===== src/rtl/altusoc_gpio_pkg.sv =====
// altusoc_gpio_pkg: register word addresses and interrupt type/polarity encodings
package altusoc_gpio_pkg;
    localparam logic [4:0] REG_DATA_IN  = 5'd0;
    localparam logic [4:0] REG_DATA_OUT = 5'd1;
    localparam logic [4:0] REG_DIR      = 5'd2;
    localparam logic [4:0] REG_IRQ_EN   = 5'd3;
    localparam logic [4:0] REG_IRQ_TYPE = 5'd4;
    localparam logic [4:0] REG_IRQ_POL  = 5'd5;
    localparam logic [4:0] REG_IRQ_PEND = 5'd6;
    localparam logic [4:0] REG_IRQ_SET  = 5'd7;
    localparam logic TYPE_LEVEL = 1'b0;
    localparam logic TYPE_EDGE  = 1'b1;
    localparam logic POL_LOW    = 1'b0;
    localparam logic POL_HIGH   = 1'b1;
endpackage


===== src/rtl/altusoc_sync_chain.sv =====
// altusoc_sync_chain: reset-to-zero multi-flop input synchroniser
module altusoc_sync_chain #(
    parameter int WIDTH  = 1,
    parameter int STAGES = 2
) (
    input  logic             clk,
    input  logic             rst,
    input  logic [WIDTH-1:0] d,
    output logic [WIDTH-1:0] q
);
    logic [STAGES-1:0][WIDTH-1:0] stage_q, stage_d;
    always_comb stage_d = {stage_q[STAGES-2:0], d};
    always_ff @(posedge clk) stage_q <= rst ? '0 : stage_d;
    assign q = stage_q[STAGES-1];
endmodule


===== src/rtl/altusoc_gpio_irq.sv =====
// altusoc_gpio_irq: Wishbone GPIO with synchronised inputs and level/edge interrupts
module altusoc_gpio_irq
    import altusoc_gpio_pkg::*;
#(
    parameter int N_GPIO      = 32,
    parameter int SYNC_STAGES = 2
) (
    input  logic              i_clk,
    input  logic              i_rst,
    input  logic [4:0]        i_wb_adr,
    input  logic [31:0]       i_wb_dat,
    input  logic [3:0]        i_wb_sel,
    input  logic              i_wb_we,
    input  logic              i_wb_cyc,
    input  logic              i_wb_stb,
    output logic [31:0]       o_wb_rdt,
    output logic              o_wb_ack,
    input  logic [N_GPIO-1:0] i_gpio,
    output logic [N_GPIO-1:0] o_gpio,
    output logic [N_GPIO-1:0] o_gpio_oe,
    output logic              o_irq
);
    localparam logic [2:0] PRIME_DONE = 3'(SYNC_STAGES + 1);
    logic [N_GPIO-1:0] sin, prev_q, prev_d, out_q, out_d, dir_q, dir_d, en_q, en_d;
    logic [N_GPIO-1:0] type_q, type_d, pol_q, pol_d, pend_q, pend_d;
    logic [N_GPIO-1:0] wmask, wbits, rise, fall, evt;
    logic [31:0]       lane, rd, rdt_q, rdt_d;
    logic [2:0]        prime_q, prime_d;
    logic              ack_q, ack_d, irq_q, irq_d, acc, wr, primed;

    altusoc_sync_chain #(.WIDTH(N_GPIO), .STAGES(SYNC_STAGES)) u_sync (
        .clk(i_clk), .rst(i_rst), .d(i_gpio), .q(sin)
    );

    always_comb begin
        acc     = i_wb_cyc & i_wb_stb & ~ack_q;
        wr      = acc & i_wb_we;
        lane    = {{8{i_wb_sel[3]}}, {8{i_wb_sel[2]}}, {8{i_wb_sel[1]}}, {8{i_wb_sel[0]}}};
        wmask   = lane[N_GPIO-1:0];
        wbits   = i_wb_dat[N_GPIO-1:0] & wmask;
        primed  = prime_q == PRIME_DONE;
        rise    = sin & ~prev_q;
        fall    = ~sin & prev_q;
        // edge events stay masked until the zero-reset chain has flushed real pin values through prev
        evt     = (type_q & ((pol_q & rise) | (~pol_q & fall)) & {N_GPIO{primed}})
                | (~type_q & ((pol_q & sin) | (~pol_q & ~sin)));
        out_d   = wr && i_wb_adr == REG_DATA_OUT ? (out_q & ~wmask) | wbits : out_q;
        dir_d   = wr && i_wb_adr == REG_DIR ? (dir_q & ~wmask) | wbits : dir_q;
        en_d    = wr && i_wb_adr == REG_IRQ_EN ? (en_q & ~wmask) | wbits : en_q;
        type_d  = wr && i_wb_adr == REG_IRQ_TYPE ? (type_q & ~wmask) | wbits : type_q;
        pol_d   = wr && i_wb_adr == REG_IRQ_POL ? (pol_q & ~wmask) | wbits : pol_q;
        pend_d  = (pend_q & ~(wr && i_wb_adr == REG_IRQ_PEND ? wbits : '0)) | evt
                | (wr && i_wb_adr == REG_IRQ_SET ? wbits : '0);
        prime_d = primed ? prime_q : prime_q + 3'd1;
        prev_d  = sin;
        ack_d   = acc;
        irq_d   = |(pend_q & en_q);
        rd      = '0;
        case (i_wb_adr)
            REG_DATA_IN:  rd = 32'(sin);
            REG_DATA_OUT: rd = 32'(out_q);
            REG_DIR:      rd = 32'(dir_q);
            REG_IRQ_EN:   rd = 32'(en_q);
            REG_IRQ_TYPE: rd = 32'(type_q);
            REG_IRQ_POL:  rd = 32'(pol_q);
            REG_IRQ_PEND: rd = 32'(pend_q);
            default:      rd = '0;
        endcase
        rdt_d   = acc ? rd : '0;
    end

    always_ff @(posedge i_clk) begin
        if (i_rst) begin
            prev_q  <= '0;
            out_q   <= '0;
            dir_q   <= '0;
            en_q    <= '0;
            type_q  <= '0;
            pol_q   <= '0;
            pend_q  <= '0;
            prime_q <= '0;
            rdt_q   <= '0;
            ack_q   <= 1'b0;
            irq_q   <= 1'b0;
        end else begin
            prev_q  <= prev_d;
            out_q   <= out_d;
            dir_q   <= dir_d;
            en_q    <= en_d;
            type_q  <= type_d;
            pol_q   <= pol_d;
            pend_q  <= pend_d;
            prime_q <= prime_d;
            rdt_q   <= rdt_d;
            ack_q   <= ack_d;
            irq_q   <= irq_d;
        end
    end

    assign o_wb_rdt  = rdt_q;
    assign o_wb_ack  = ack_q;
    assign o_gpio    = out_q;
    assign o_gpio_oe = dir_q;
    assign o_irq     = irq_q;
endmodule


===== config.mk =====
export PLATFORM = sky130hd
export DESIGN_NAME = altusoc_gpio_irq
export DESIGN_NICKNAME = d
export VERILOG_FILES = /design/src/rtl/altusoc_gpio_pkg.sv /design/src/rtl/altusoc_sync_chain.sv /design/src/rtl/altusoc_gpio_irq.sv
export SDC_FILE = /design/constraint.sdc
export NUM_CORES = 1
export LEC_CHECK = 0
export ABC_AREA = 1
export BUFFER_PORTS_ARGS = -buffer_cell sky130_fd_sc_hd__buf_2
export CORE_MARGIN = 1.5
export CORE_UTILIZATION = 63
export DETAILED_ROUTE_END_ITERATION = 12
export GPL_TIMING_DRIVEN = 0
export PLACE_DENSITY = 0.88
export SLEW_MARGIN = 5
export SYNTH_ARGS = -nofsm -noshare
export SYNTH_HDL_FRONTEND = slang
export SYNTH_SLANG_ARGS = --single-unit

===== constraint.sdc =====
create_clock -name i_clk -period 2.5 [get_ports i_clk]
set_input_delay 0.375 -clock i_clk [delete_from_list [all_inputs] [get_ports i_clk]]
set_output_delay 0.375 -clock i_clk [all_outputs]
set_load 0.005 [all_outputs]

==> results of run 1 <==
-- final cells by class --
type	count	area, um2	area share, %
multi-input cells	1595	7010	38.9
flip-flops and latches	325	6510	36.1
inverters	369	1390	7.68
clock buffers	50	1060	5.90
repair buffers	174	871	4.83
plain buffers	134	612	3.39
well taps	324	405	2.25
clock inverters	10	175	0.971
diodes	3	7.51	0.0416
-- worst max-delay path, cell delays in order, from the launching register on --
cell and delay [ns]:
sky130_fd_sc_hd__dfxtp_1 0.32, sky130_fd_sc_hd__ha_1 0.20, sky130_fd_sc_hd__ha_1 0.21, sky130_fd_sc_hd__clkinv_1 0.22, sky130_fd_sc_hd__clkbuf_1 0.74, sky130_fd_sc_hd__nand2_1 0.16, sky130_fd_sc_hd__nand3_1 0.14, sky130_fd_sc_hd__nand2_1 0.06
sky130_fd_sc_hd__inv_1 0.05, sky130_fd_sc_hd__a21oi_1 0.05
-- metrics by stage --
step | util (%) | cell area (um2) | cells
detailed placement | 69.2 | 16800 | 2921
global route | 74.4 | 18000 | 2983
finish | 74.4 | 18000 | 2984
floorplan | - | 15500 | 2423
global placement | 69.2 | 16800 | 2921
CTS | 74.4 | 18000 | 2981
-- cells in the final DEF (no fill, tap or decap), types with 37 or more instances in the layout --
master	netlist	final
sky130_fd_sc_hd__a21oi_1	131	131
sky130_fd_sc_hd__buf_2	51	225
sky130_fd_sc_hd__clkbuf_1	65	69
sky130_fd_sc_hd__clkbuf_16	0	37
sky130_fd_sc_hd__dfxtp_1	325	325
sky130_fd_sc_hd__inv_1	361	361
sky130_fd_sc_hd__nand2_1	733	733
sky130_fd_sc_hd__nand3_1	167	167
sky130_fd_sc_hd__nand4_1	162	162
sky130_fd_sc_hd__nor2_1	304	304
-- metal layers --
layer  track usage [%]  up-vias
met4              28.7        2
met1              52.9     7775
li1                  -     7959
met3              9.30      305
met5                 0        -
met2              67.0     1342
-- cells by family after synthesis --
logic type / share of synthesized area [%]
simple gates: 38.6
buf+inv: 12.9
flops: 41.9
compound gates: 6.32
fa+ha+maj: 0.161
xor+xnor: 0.0565
-- power groups by stage --
stage	sequential (mW)	combinational [mW]	clock, mW
2_1_floorplan	5.46	0.498	0
3_3_place_gp	5.48	0.871	0
3_5_place_dp	5.49	0.889	0
4_1_cts	5.37	0.896	5.58
5_1_grt	5.38	0.991	5.79
6_report	5.38	0.946	5.61
-- path summary, 6_finish.rpt --
check                                        start            endpoint  slack (ns)
worst max-delay path                    prime_q[0]          pend_q[16]        0.21
worst min-delay path                    i_gpio[15]  u_sync.stage_d[47]        0.05
worst max register to register          prime_q[0]          pend_q[16]        0.21
worst min register to register  u_sync.stage_d[62]        u_sync.q[30]        0.40
==> out/results.txt, run 1 <==
fraction of the cycle the final worst path needs: 91.5%
FFs w/ async S/R, synth: 0%
maximum level of the CTS H-tree: 2
via count of the first global-routing pass: 16300
VDD IR max: 0.718 mV
met3 routed wirelength: 7290 um
instance count along the most critical hold path: 3
power density over the cells: 661 nW/um2
Setup crit start kind: flip-flop
dominant cell by count in the synthesized netlist: sky130_fd_sc_hd__nand2_1
Overflow after GRT: 0
GPL Wtd Cong: 0.972
worst relative slew slack: 35.8%
critical path data required time: 2.88 ns
Crit path arrival time: 2.67 ns
max capacitance violation total: 0
worst clock skew: 0.0208 ns
HPWL after detailed placement: 37800 um
cell internal pwr: 8.99 mW
biggest area consumer among synthesized cells: sky130_fd_sc_hd__dfxtp_1
clock tree from TritonCTS: done
unrepaired setup endpoints after global routing: false
first-pass GRT wire length: 85500 um
post-route setup TNS: 0 ns
number of buffers added by the clock tree synthesis step: 35
synth top area cells: sky130_fd_sc_hd__dfxtp_1, sky130_fd_sc_hd__nand2_1, sky130_fd_sc_hd__inv_1
pre-CTS WS: 0.193 ns
Ports: 176
most frequent cells after synthesis: sky130_fd_sc_hd__nand2_1, sky130_fd_sc_hd__inv_1, sky130_fd_sc_hd__dfxtp_1
average wire per cell in the routed design: 18.9 um
slew at the pin with the worst max-slew slack: 0.963 ns
buffer depth of the longest clock path: 3
number of nets produced by synthesis: 2503
number of pins with negative max-slew slack in the final report: 0
final-stage net count: 2714
input/output buffers: 174
Rows: 57
area of the core: 24200 um2
Root Driver: sky130_fd_sc_hd__clkbuf_16
DRC marker count from the first detailed-route iteration: 2286
Switching Fraction: 24.6%
number of distinct standard cells referenced by the synthesized netlist: 26
fraction of the yosys area taken by sequential cells: 41.9%
combined global-route utilization of all metal layers: 42.7%
switching power total: 2.94 mW
Clk pin slew, worst setup/hold paths: 0.06 ns
number of vias per cell after detailed routing: 5.83
final hold viol count: 0
Post-CTS Repair Setup Buffers: 0
part of the power in combinational logic: 7.9%
EDFF count, synth: 0
FF+latch count, synth: 325
layout-stage area growth over the synthesis result: 16.3%
met2 wire length: 24800 um
highest routing layer actually used: met5
quantity of gates resized following cts: 0
effective utilization at floorplan: 64.0%
fraction of power consumed by the clock network: 47.0%
remaining routing DRC violations: 0
Syn. warnings: 0
total number of clock tree sinks: 325
post-route total power: 11.9 mW
top flip-flop cell by instance count after synthesis: sky130_fd_sc_hd__dfxtp_1
initial antenna violation count: 3
Peak Freq: 0.437 GHz
slack of the critical path: 0.212 ns
die area: 25600 um2
Post-Synthesis Cells: 2423
worst min path class: input pin to flip-flop
final wirelength: 56300 um
Netlist Area Pre-Place: 15500 um2
total number of vias: 17400
fraction of power consumed by sequential logic: 45.1%
share of cells above drive strength 1: 12.2%
first-pass detailed-route iteration total: 6
clock latency of the later-clocked register in the worst-skew pair: 0.53 ns
final count of negative-setup-slack endpoints: 0
fillcell total: 1984
crit path capture type: flip-flop
Worst Reg-to-Reg Cells: 9
Synth top area share: 41.9%
Mean Syn Cell Area: 6.40 um2
maximum fanout along the worst path: 11
leakage power total: 8.96 nW
startpoint-to-endpoint class of the critical path: flip-flop to flip-flop
count of antenna-violating nets left after detailed routing: 0
largest net degree at the start of global routing: 14
floorplan die height: 160 um
worst hold slack: 0.0474 ns
Post-Route M1 WL: 20500 um
final critical path time including I/O delays and setup: 2.29 ns
die width: 160 um
CTS Hold Bufs: 0
run status: finished clean
Power figures use the tool's default switching activity.
==> run 2, diff against run 1 <==
Settings changed: ABC_AREA 1 to default, CORE_UTILIZATION 63 to 62.
==> out/results.txt, run 2 <==
run status: finished clean
CP max stage cell: sky130_fd_sc_hd__buf_1
clock tree from TritonCTS: done
top flip-flop cell by instance count after synthesis: sky130_fd_sc_hd__dfxtp_1
Synth top area share: 47.2%
VDD IR max: 0.502 mV
startpoint of the most critical hold path: i_gpio[25]
worst reg2reg endpoint: pend_q[27]
startpoint of the most critical setup path: prime_q[0]
worst relative slew slack: 36.7%
Overflow after GRT: 0
Peak Freq: 0.421 GHz
Syn. warnings: 0
most common cell after layout, fill and taps aside: sky130_fd_sc_hd__dfxtp_1
Crit path arrival time: 2.81 ns
power density over the cells: 685 nW/um2
worst clock skew: 0.0107 ns
total number of vias: 12000
Ports: 176
Post-Synthesis Cells: 1366
Post-CTS Repair Setup Buffers: 0
first-pass detailed-route iteration total: 6
GPL Wtd Cong: 0.960
number of standard cells in the layout, taps in and fillers out: 1874
area of the core: 21800 um2
most used cells in the layout excluding fill and tap cells: sky130_fd_sc_hd__dfxtp_1, sky130_fd_sc_hd__mux2i_1, sky130_fd_sc_hd__buf_2, sky130_fd_sc_hd__nor2_1, sky130_fd_sc_hd__nor2b_1
fraction of the cycle the final worst path needs: 94.9%
max capacitance violation total: 0
synth top area cells: sky130_fd_sc_hd__dfxtp_1, sky130_fd_sc_hd__mux2i_1, sky130_fd_sc_hd__nor2_1
Rows: 54
floorplan die height: 152 um
final wirelength: 42400 um
DRC marker count from the first detailed-route iteration: 1368
Netlist Area Pre-Place: 13800 um2
effective utilization at floorplan: 63.2%
quantity of gates resized following cts: 2
first-pass GRT wire length: 65300 um
Endpoint, Worst Hold: u_sync.stage_d[57]
buffer depth of the longest clock path: 3
CTS Hold Bufs: 0
clock latency of the later-clocked register in the worst-skew pair: 0.51 ns
top cell family by delay on the critical path: buffers and inverters
dominant cell by count in the synthesized netlist: sky130_fd_sc_hd__dfxtp_1
crit path capture type: flip-flop
Mean Syn Cell Area: 10.1 um2
placed instance count: 1814
HPWL after detailed placement: 29000 um
remaining routing DRC violations: 0
input/output buffers: 168
Setup crit start kind: flip-flop
CP max stage delay: 0.49 ns
maximum fanout along the worst path: 10
slew at the pin with the worst max-slew slack: 0.942 ns
number of buffers added by the clock tree synthesis step: 34
layout-stage area growth over the synthesis result: 16.7%
Worst Reg-to-Reg Cells: 8
critical register-to-register path startpoint: prime_q[0]
post-route total power: 11.0 mW
total number of clock tree sinks: 325
number of pins with negative max-slew slack in the final report: 0
via count of the first global-routing pass: 11700
die width: 152 um
initial antenna violation count: 3
final count of negative-setup-slack endpoints: 0
Root Driver: sky130_fd_sc_hd__clkbuf_16
instance count along the most critical hold path: 2
Clk pin slew, worst setup/hold paths: 0.06 ns
most frequent cells after synthesis: sky130_fd_sc_hd__dfxtp_1, sky130_fd_sc_hd__mux2i_1, sky130_fd_sc_hd__nor2_1
leakage power total: 7.82 nW
startpoint-to-endpoint class of the critical path: flip-flop to flip-flop
final hold viol count: 0
fraction of the yosys area taken by sequential cells: 47.2%
cells along the critical path: ha_1 > ha_1 > clkbuf_2 > buf_1 > nand4b_1 > o211ai_1 > a21oi_1 > a21oi_1
number of nets produced by synthesis: 1446
FF+latch count, synth: 325
worst min path class: input pin to flip-flop
EDFF count, synth: 0
biggest area consumer among synthesized cells: sky130_fd_sc_hd__dfxtp_1
final critical path time including I/O delays and setup: 2.37 ns
largest net degree at the start of global routing: 15
slack of the worst reg-to-reg path: 0.13 ns
final-stage net count: 1650
number of distinct standard cells referenced by the synthesized netlist: 44
number of vias per cell after detailed routing: 6.39
unrepaired setup endpoints after global routing: false
share of cells above drive strength 1: 19.8%
maximum level of the CTS H-tree: 2
count of antenna-violating nets left after detailed routing: 0
FFs w/ async S/R, synth: 0%
critical path data required time: 2.94 ns
combined global-route utilization of all metal layers: 35.7%
average wire per cell in the routed design: 22.6 um
die area: 23100 um2
Worst Path Buf+Inv: 2
run 2: changes by cell type after synthesis, sizes merged, moves of 35 or more:
cell / delta
nand2: -720
inv: -334
mux2i: +209
nand3: -175
nor2: -145
nand4: -143
nor2b: +98
a21oi: -54
a22oi: +47
nand4b: +35
run 2: final cells by class:
type / count / area (um2)
timing repair buffer: 168 / 841
fill: 1474 / 5740
clock buffer: 53 / 1070
clock inverter: 5 / 32.5
tap: 280 / 350
antenna: 2 / 5.00
buffer: 92 / 453
sequential: 325 / 6510
inverter: 33 / 124
multi-input combinational: 916 / 6710
run 2: worst max path at each step:
stage	slack (ns)	cells after the start	end
floorplan	0.76	8	pend_q[30]
global placement	-0.02	5	o_wb_rdt[24]
detailed placement	-0.07	8	pend_q[30]
CTS	0.03	8	pend_q[22]
global route	0.004	8	pend_q[22]
finish	0.13	8	pend_q[27]
run 2: cell families after synthesis:
group | Yosys count | synth area share [%]
and+or+nand+nor | 398 | 17.3
DFF | 325 | 47.2
AOI/OAI and AO/OA | 242 | 11.3
muxes | 241 | 17.8
buffers and inverters | 125 | 4.15
xor gates and xnor gates | 33 | 2.10
adders and majority gates | 2 | 0.181
run 2: metal layers:
layer / vias up / track usage, % / part of all wire (%)
li1: 5273 / - / -
met2: 777 / 57.8 / 45
met5: - / 1.45 / 0.14
met1: 5728 / 44.6 / 39
met4: 4 / 18.6 / 5.5
met3: 192 / 7.96 / 10
run 2: power breakdown:
part | leakage, nW | switching [mW] | total (mW) | internal (mW)
combinational | 4.64 | 0.448 | 0.691 | 0.243
sequential | 2.65 | 0.0934 | 5.38 | 5.29
clock | 0.531 | 2.02 | 4.95 | 2.93
run 2: per-stage QoR:
step / utilization (%) / setup TNS (ns) / instance area [um2] / worst slack (ns) / hold WS, ns
floorplan: - / 0 / 13800 / 0.765 / 0.414
global placement: 68.6 / -0.0312 / 15000 / -0.0179 / 0.418
detailed placement: 68.6 / -0.377 / 15000 / -0.0728 / 0.422
CTS: 73.7 / 0 / 16100 / 0.0321 / 0.0704
global route: 73.7 / 0 / 16100 / 0.00413 / 0.0866
finish: 73.7 / 0 / 16100 / 0.127 / 0.0734
